$ cat src/rtl/mult_unit.sv
// mult_unit: iterative radix-2 shift-add multiplier for the execute stage.
// A request accepted at edge k updates hi/lo at edge k+32 and raises done
// for the following cycle; busy is high for the 32 iterating cycles.
//
// Build option: define MULT_SIGNED_EN for two's-complement operands (MULT);
// without it operands are unsigned (MULTU). Latency is the same in both.
//
// Ports:
//   clk      in   clock, all state updates on rising edge
//   rst      in   synchronous active-high reset
//   start_X  in   multiply request from execute
//   flush_X  in   pipeline flush, aborts an in-flight multiply
//   rs_X     in   multiplicand
//   rt_X     in   multiplier
//   busy     out  high while iterating (stall for decode/fetch)
//   done     out  one-cycle pulse when hi/lo hold a new product
//   hi, lo   out  upper/lower halves of the last completed product
module mult_unit #(
  parameter int unsigned DATA_32_W = 32
) (
  input  logic                 clk,
  input  logic                 rst,
  input  logic                 start_X,
  input  logic                 flush_X,
  input  logic [DATA_32_W-1:0] rs_X,
  input  logic [DATA_32_W-1:0] rt_X,
  output logic                 busy,
  output logic                 done,
  output logic [DATA_32_W-1:0] hi,
  output logic [DATA_32_W-1:0] lo
);

  localparam int unsigned PROD_W = 2 * DATA_32_W;
  localparam int unsigned CNT_W  = 6;

  typedef enum logic [1:0] {
    S_IDLE = 2'd0,
    S_BUSY = 2'd1,
    S_DONE = 2'd2
  } state_t;

  state_t               r_state;
  logic [CNT_W-1:0]     r_cnt;
  logic [PROD_W-1:0]    r_acc;
  logic [PROD_W-1:0]    r_mcand;   // multiplicand, shifted left each iteration
  logic [DATA_32_W-1:0] r_mplier;  // multiplier, shifted right each iteration
  logic                 r_busy;
  logic                 r_done;
  logic [DATA_32_W-1:0] r_hi;
  logic [DATA_32_W-1:0] r_lo;

  logic                 w_accept;
  logic [DATA_32_W-1:0] w_rs_mag;
  logic [DATA_32_W-1:0] w_rt_mag;
  logic [PROD_W-1:0]    w_sum;
  logic [PROD_W-1:0]    w_prod;
  logic                 w_last;

  // Flush always beats a start request
  assign w_accept = start_X & ~flush_X;
  assign w_last   = (r_cnt == CNT_W'(DATA_32_W - 1));

  // Partial-product accumulate for the current multiplier bit
  assign w_sum = r_acc + (r_mplier[0] ? r_mcand : '0);

`ifdef MULT_SIGNED_EN
  logic r_neg;
  logic w_neg;

  // Iterate on magnitudes; the most negative value maps to itself, which is
  // its correct unsigned magnitude.
  assign w_rs_mag = rs_X[DATA_32_W-1] ? (-rs_X) : rs_X;
  assign w_rt_mag = rt_X[DATA_32_W-1] ? (-rt_X) : rt_X;
  assign w_neg    = rs_X[DATA_32_W-1] ^ rt_X[DATA_32_W-1];
  // Sign fix-up folded into the final write, no extra cycle
  assign w_prod   = r_neg ? (-w_sum) : w_sum;

  // Result sign captured alongside the operands
  always_ff @(posedge clk) begin
    if (rst) begin
      r_neg <= 1'b0;
    end else if ((r_state != S_BUSY) && w_accept) begin
      r_neg <= w_neg;
    end
  end
`else
  assign w_rs_mag = rs_X;
  assign w_rt_mag = rt_X;
  assign w_prod   = w_sum;
`endif

  // Control FSM and datapath registers
  always_ff @(posedge clk) begin
    if (rst) begin
      r_state  <= S_IDLE;
      r_cnt    <= '0;
      r_acc    <= '0;
      r_mcand  <= '0;
      r_mplier <= '0;
      r_busy   <= 1'b0;
      r_done   <= 1'b0;
      r_hi     <= '0;
      r_lo     <= '0;
    end else begin
      case (r_state)
        S_IDLE, S_DONE: begin
          r_done <= 1'b0;
          if (w_accept) begin
            r_state  <= S_BUSY;
            r_busy   <= 1'b1;
            r_cnt    <= '0;
            r_acc    <= '0;
            r_mcand  <= PROD_W'(w_rs_mag);
            r_mplier <= w_rt_mag;
          end else begin
            r_state <= S_IDLE;
            r_busy  <= 1'b0;
          end
        end
        S_BUSY: begin
          if (flush_X) begin
            r_state <= S_IDLE;
            r_busy  <= 1'b0;
            r_cnt   <= '0;
          end else begin
            r_acc    <= w_sum;
            r_mcand  <= r_mcand << 1;
            r_mplier <= r_mplier >> 1;
            r_cnt    <= r_cnt + CNT_W'(1);
            if (w_last) begin
              r_hi    <= w_prod[PROD_W-1:DATA_32_W];
              r_lo    <= w_prod[DATA_32_W-1:0];
              r_state <= S_DONE;
              r_busy  <= 1'b0;
              r_done  <= 1'b1;
            end
          end
        end
        default: begin
          r_state <= S_IDLE;
          r_busy  <= 1'b0;
          r_done  <= 1'b0;
        end
      endcase
    end
  end

  assign busy = r_busy;
  assign done = r_done;
  assign hi   = r_hi;
  assign lo   = r_lo;

endmodule

$ cat config.mk
export PLATFORM = sky130hd
export DESIGN_NAME = mult_unit
export DESIGN_NICKNAME = d
export VERILOG_FILES = /design/src/rtl/mult_unit.sv
export SDC_FILE = /design/constraint.sdc
export NUM_CORES = 1
export LEC_CHECK = 0
export ABC_AREA = 1
export CAP_MARGIN = 15
export CORE_UTILIZATION = 53
export DETAILED_ROUTE_END_ITERATION = 16
export PLACE_DENSITY = 0.77
export SLEW_MARGIN = 20
export SYNTH_ARGS = -nofsm -noshare
export SYNTH_HDL_FRONTEND = slang
export SYNTH_SLANG_ARGS = --single-unit
$ cat constraint.sdc
create_clock -name clk -period 2.6 [get_ports clk]
set_clock_uncertainty 0.1 [all_clocks]
set_input_delay 0.26 -clock clk [delete_from_list [all_inputs] [get_ports clk]]
set_output_delay 0.26 -clock clk [all_outputs]
set_load 0.005 [all_outputs]
## Word-level counts from Yosys, hierarchy flattened

Cells that the tools add are included.

| word-level totals | value |
|---|---|
| bits in latches | 0 |
| register bits | 234 |
| logic and storage cells | 49 |
| input bits | 68 |
| memories kept | 0 |
| RAM bits | 0 |
| output and inout bits | 66 |
| ROM bits | 0 |

| cells by class | value |
|---|---|
| shifts and indexed selects | 0 |
| muxes and demuxes | 21 |
| order comparisons | 0 |
| eq/ne operators | 6 |
| bitwise operators | 3 |
| add/subtract/negate cells | 2 |
| div/mod/pow operators | 0 |
| $mul | 0 |
| reductions and logical operators | 8 |

Operator list:

| cell | count |
|---|---|
| 2-to-1 mux 64 bit | 5 |
| case mux 64 bit (2 select lines) | 2 |
| adder 64 bit | 1 |
| 2-to-1 mux 32 bit | 2 |
| case mux 32 bit (2 select lines) | 1 |
| 2-to-1 mux 6 bit | 2 |
| case mux 6 bit (2 select lines) | 1 |
| adder 6 x 1 -> 6 bit (second input constant) | 1 |
| == test 6 x 5 -> 1 bit (second input constant) | 1 |
| AND reduction 3 bit | 2 |
| 2-to-1 mux 1 bit | 4 |
| 2-to-1 mux 2 bit | 2 |
| != test 2 bit (second input constant) | 2 |
| case mux 2 bit (2 select lines) | 1 |
| AND reduction 2 bit | 2 |
| OR reduction 2 bit | 2 |
| != test 3 bit (second input constant) | 1 |
| == test 2 x 1 -> 1 bit (second input constant) | 1 |
| == test 2 bit (second input constant) | 1 |
| logical NOT 2 bit | 1 |
| NOT 1 bit | 2 |
| case mux 1 bit (2 select lines) | 1 |
| nonzero test 2 bit | 1 |
| bitwise AND 1 bit | 1 |

## Longest topological paths before layout

| logic depth | value |
|---|---|
| word-level depth | 4 |
| depth in mapped cells | 21 |
| gate-level depth less buffers | 19 |

## Least setup slack after synthesis

OpenSTA, ideal clock, no wires.

| timing path | value |
|---|---|
| kind | flip-flop to flip-flop |
| start point | reg r_mplier[0] |
| end point | reg r_lo[23] (netlist: lo[23]) |
| data required time | 2.390 ns |
| arrival | 2.261 ns |
| path buffers | 2 |
| stages on the path, launching flop included | 17 |
| library setup time | 0.110 ns |
| path slack | 0.130 ns |
| period minus slack after synthesis | 2.470 ns |
| path through | dfxtp_1 clkbuf_1 clkbuf_1 nand2_1 inv_1 ha_1 nand2_1 inv_1 a21oi_1 nand2_1 nand2_1 nand3_1 or2_2 nand3_1 nand2_1 nand2_1 inv_1 |

| on the way | value |
|---|---|
| cells in the longest elaborated chain, start to end | 2 |

RTL lines:

| what | line | RTL |
|---|---|---|
| from (decl) | 46 | `logic [DATA_32_W-1:0] r_mplier;` |
| from (signal assigned) | 114 | `r_mplier <= w_rt_mag;` |
| from (signal assigned) | 128 | `r_mplier <= r_mplier >> 1;` |
| 2-to-1 mux 64 bit | 64 | `assign w_sum = r_acc + (r_mplier[0] ? r_mcand : '0);` |
| adder 64 bit | 64 |  |
| to (signal assigned) | 132 | `r_lo <= w_prod[DATA_32_W-1:0];` |
| to (decl) | 50 | `logic [DATA_32_W-1:0] r_lo;` |

No other way between the ends.
A chain may end at the register's enable or synchronous reset.

## Worst setup path in the final report

| timing path | value |
|---|---|
| start point | reg r_mplier[0] |
| end point | reg r_acc[16] |

| on the way | value |
|---|---|
| cells in the longest elaborated chain, start to end | 4 |

RTL lines:

| what | line | RTL |
|---|---|---|
| 2-to-1 mux 64 bit | 64 |  |
| adder 64 bit | 64 |  |
| 2-to-1 mux 64 bit | 121 | `if (flush_X) begin` |
| case mux 64 bit (2 select lines) | 105 | `case (r_state)` |
| to (signal assigned) | 126 | `r_acc <= w_sum;` |
| to (decl) | 44 | `logic [PROD_W-1:0] r_acc;` |

No other way between the ends. The select of a mux whose other input is x is not followed.

==> metrics.csv <==
metric,value,unit
run status,completed,
DR vias,17199,
H-tree depth,1,
Gate power share,8.2,%
arrival time worst endpoint,2980,ps
setup ws final,1.039,ps
Worst-path clk slew,60,ps
Initial Utilization,54.22,%
worst-margin pin slew,957.1,ps
fillcell total,2379,
crit path cell chain,"nand2_1, inv_1, ha_2, inv_1, fa_2, inv_2, nand3_1, nand2_2, nand2_1, nand2_2, nand2_1, nand2_2, buf_4, xor2_2, nand2_1, a21oi_1",
WL final,54610,um
CTS tree,built,
TNS Setup,0,ps
die area,29340,um2
required time of the critical path,2980,ps
Max IR drop VDD,0.5510,mV
Post-synth ARST share,0,%
Post-Route Utilization,73.37,%
Crit Path Class,reg -> reg,
syn_area_per_cell,5.738,um2
Port Buf Inserts,133,
syn nets,2780,
Cells after Synth,2647,
CP peak stage delay,430,ps
RSZ-0062 raised after global routing,true,
Place WS,-493.8,ps
Hold Crit Depth,3,
layout cells sized above 1,19.13,%
vias in the first global route,15213,
count of cell types in the netlist,32,
Yosys reg bits,233,
vias per cell,5.245,
TritonCTS Buffers,27,
FP Rows,61,
CP Max Fanout,5,
Synth warnings,0,
initial antenna violation count,0,
drt wl/cell,16.66,um
Max Fclk,0.3848,GHz
Synth Flop Type,dfxtp_1,
Slowest cell on crit path,dfxtp_4,
clock network power share,47.3,%
Critical Path Stages,16,
switching power,0.002085,W
Worst slew margin,36.20,%
pwr/cell area,408.3,nW/um2
Post-Syn Area,15190,um2
register share of total power,44.5,%
fin. max-slew vios,0,
"delay-heaviest family, CP",simple AND/OR/NAND/NOR gates,
I/O Pins,134,
TritonCTS Sinks,233,
first-pass GRT wire length,81080,um
largest net degree at the start of global routing,98,
Post-synth EDFFs,0,
switching portion of total power,24.84,%
Die W,171.3,um
diodes inserted,0,
Leak Pwr,10.65,nW
cell with the most instances on the worst path,nand2_1,
Final Hold Fails,0,
GRT overflow,0,
remaining routing DRC violations,0,
WP buf/inv,4,
post-layout net count,3016,
Antenna Nets Post-Route,0,
dpl hpwl,39530,um
# setup viols final,0,
Die Ht,171.3,um
total power,0.008392,W
path depth of the worst reg2reg path,16,
sequential share of the synthesized area,30.71,%
Longest Clk Path Bufs,3,
fin crit share,99.96,%
clk root buf,clkbuf_16,
max_cap viols,0,
Core ar.,28010,um2
internal power,0.006307,W
DR pass1 iterations,5,
most frequent cells in the layout,"978 x nand2_1, 446 x inv_1, 232 x dfxtp_1, 161 x nor2_1, 149 x buf_4",
area grow syn2layout,35.32,%
post-layout minimum cycle time,2599,ps
startpoint type of the worst setup path,flop,
clock latency at the later pin of the worst-skew pair,570,ps
initial drt markers,1648,
"commonest non-fill, non-tap cell in the layout",nand2_1,
GRT Util Overall,35.83,%
Hold WC Path Type,in -> reg,
Critical Path Sink Type,flop,
Placer Congestion,1.018,
## routing by layer
layer / share of wire, % / track usage (%) / vias to the layer above
met4: 2.9 / 11.22 / 0
met1: 44 / 51.23 / 7844
met3: 9.8 / 7.616 / 96
met2: 43 / 53.34 / 767
met5: 0 / 0 / -
li1: - / - / 8492
## worst min-delay path, stage by stage
cell and delay, ps:
clkdlybuf4s50_1 390, nand2_1 60, a31oi_1 70
## layout make-up
class,instances,area (um2),area share [%]
clock inverter,7,103.9,0.5053
timing repair buffer,296,2708,13.17
sequential,233,4668,22.71
clock buffer,40,814.5,3.963
tap,378,473.0,2.301
inverter,491,1843,8.968
multi-input combinational,1834,9942,48.37
## worst paths after layout
kind                            slack [ps]                startpoint                   endpoint
worst max-delay path                     1  r_mplier[0]$_SDFFE_PP0P_     r_acc[16]$_SDFFE_PP0P_
worst min-delay path                   160                  rt_X[28]  r_mplier[28]$_SDFFE_PP0P_
worst max register to register           1  r_mplier[0]$_SDFFE_PP0P_     r_acc[16]$_SDFFE_PP0P_
worst min register to register         360  r_mcand[63]$_SDFFE_PP0P_   r_mcand[63]$_SDFFE_PP0P_
## power by group through the flow
stage	Clock, W	Combinational, W	Sequential (W)
5_1_grt	0.00414	0.000742	0.00374
3_5_place_dp	0	0.000616	0.00380
3_3_place_gp	0	0.000606	0.00380
2_1_floorplan	0	0.000371	0.00378
4_1_cts	0.00400	0.000638	0.00373
6_report	0.00397	0.000689	0.00374
## state kept, by name (all words and copies together), names as in the netlist
register	flops
r_mcand	64
done	1
r_mplier	32
lo	32
r_cnt	6
r_acc	64
r_state	2
hi	32
## per-stage QoR
step / hold WS (ps) / instances / cell area (um2)
floorplan: 308.7 / 2647 / 15190
global placement: 341.4 / 3216 / 17770
detailed placement: 350.0 / 3216 / 17770
CTS: 156.1 / 3268 / 19250
global route: 191.0 / 3279 / 20550
finish: 161.8 / 3279 / 20550
## synth_stat cells (5+ instances only)
cell	n	area, um2
clkbuf_1	43	161.4
nand3_1	123	615.6
buf_2	22	110.1
xnor2_1	8	70.07
dfxtp_1	233	4664
nor3_1	16	80.08
o21ai_1	61	305.3
inv_1	486	1824
o21ai_0	46	230.2
inv_2	5	18.77
buf_4	15	112.6
buf_1	9	33.78
ha_1	64	800.8
or2_2	5	31.28
nand2_1	1095	4110
a21oi_1	97	485.5
a31oi_1	62	387.9
nor2_1	218	818.3
xor2_1	19	166.4
## kinds of logic after synthesis
logic type | synth area share (%)
XOR/XNOR | 1.557
buffers and inverters | 14.89
AND/OR/NAND/NOR | 37.80
AO/OA/AOI/OAI | 9.638
flip-flops | 30.71
adder cells (fa/ha/maj) | 5.404
## repair_timing
item / in CTS / in global routing
hold buffers: 1 / 0
endpoints found under the setup margin: 75 / 100
pin swaps: 11 / 30
gates cloned: 1 / 1
buffers inserted: 3 / 10
gates resized for setup: 104 / 296
hold endpoints to repair: 3 / 0
Power figures use the tool's default switching activity.
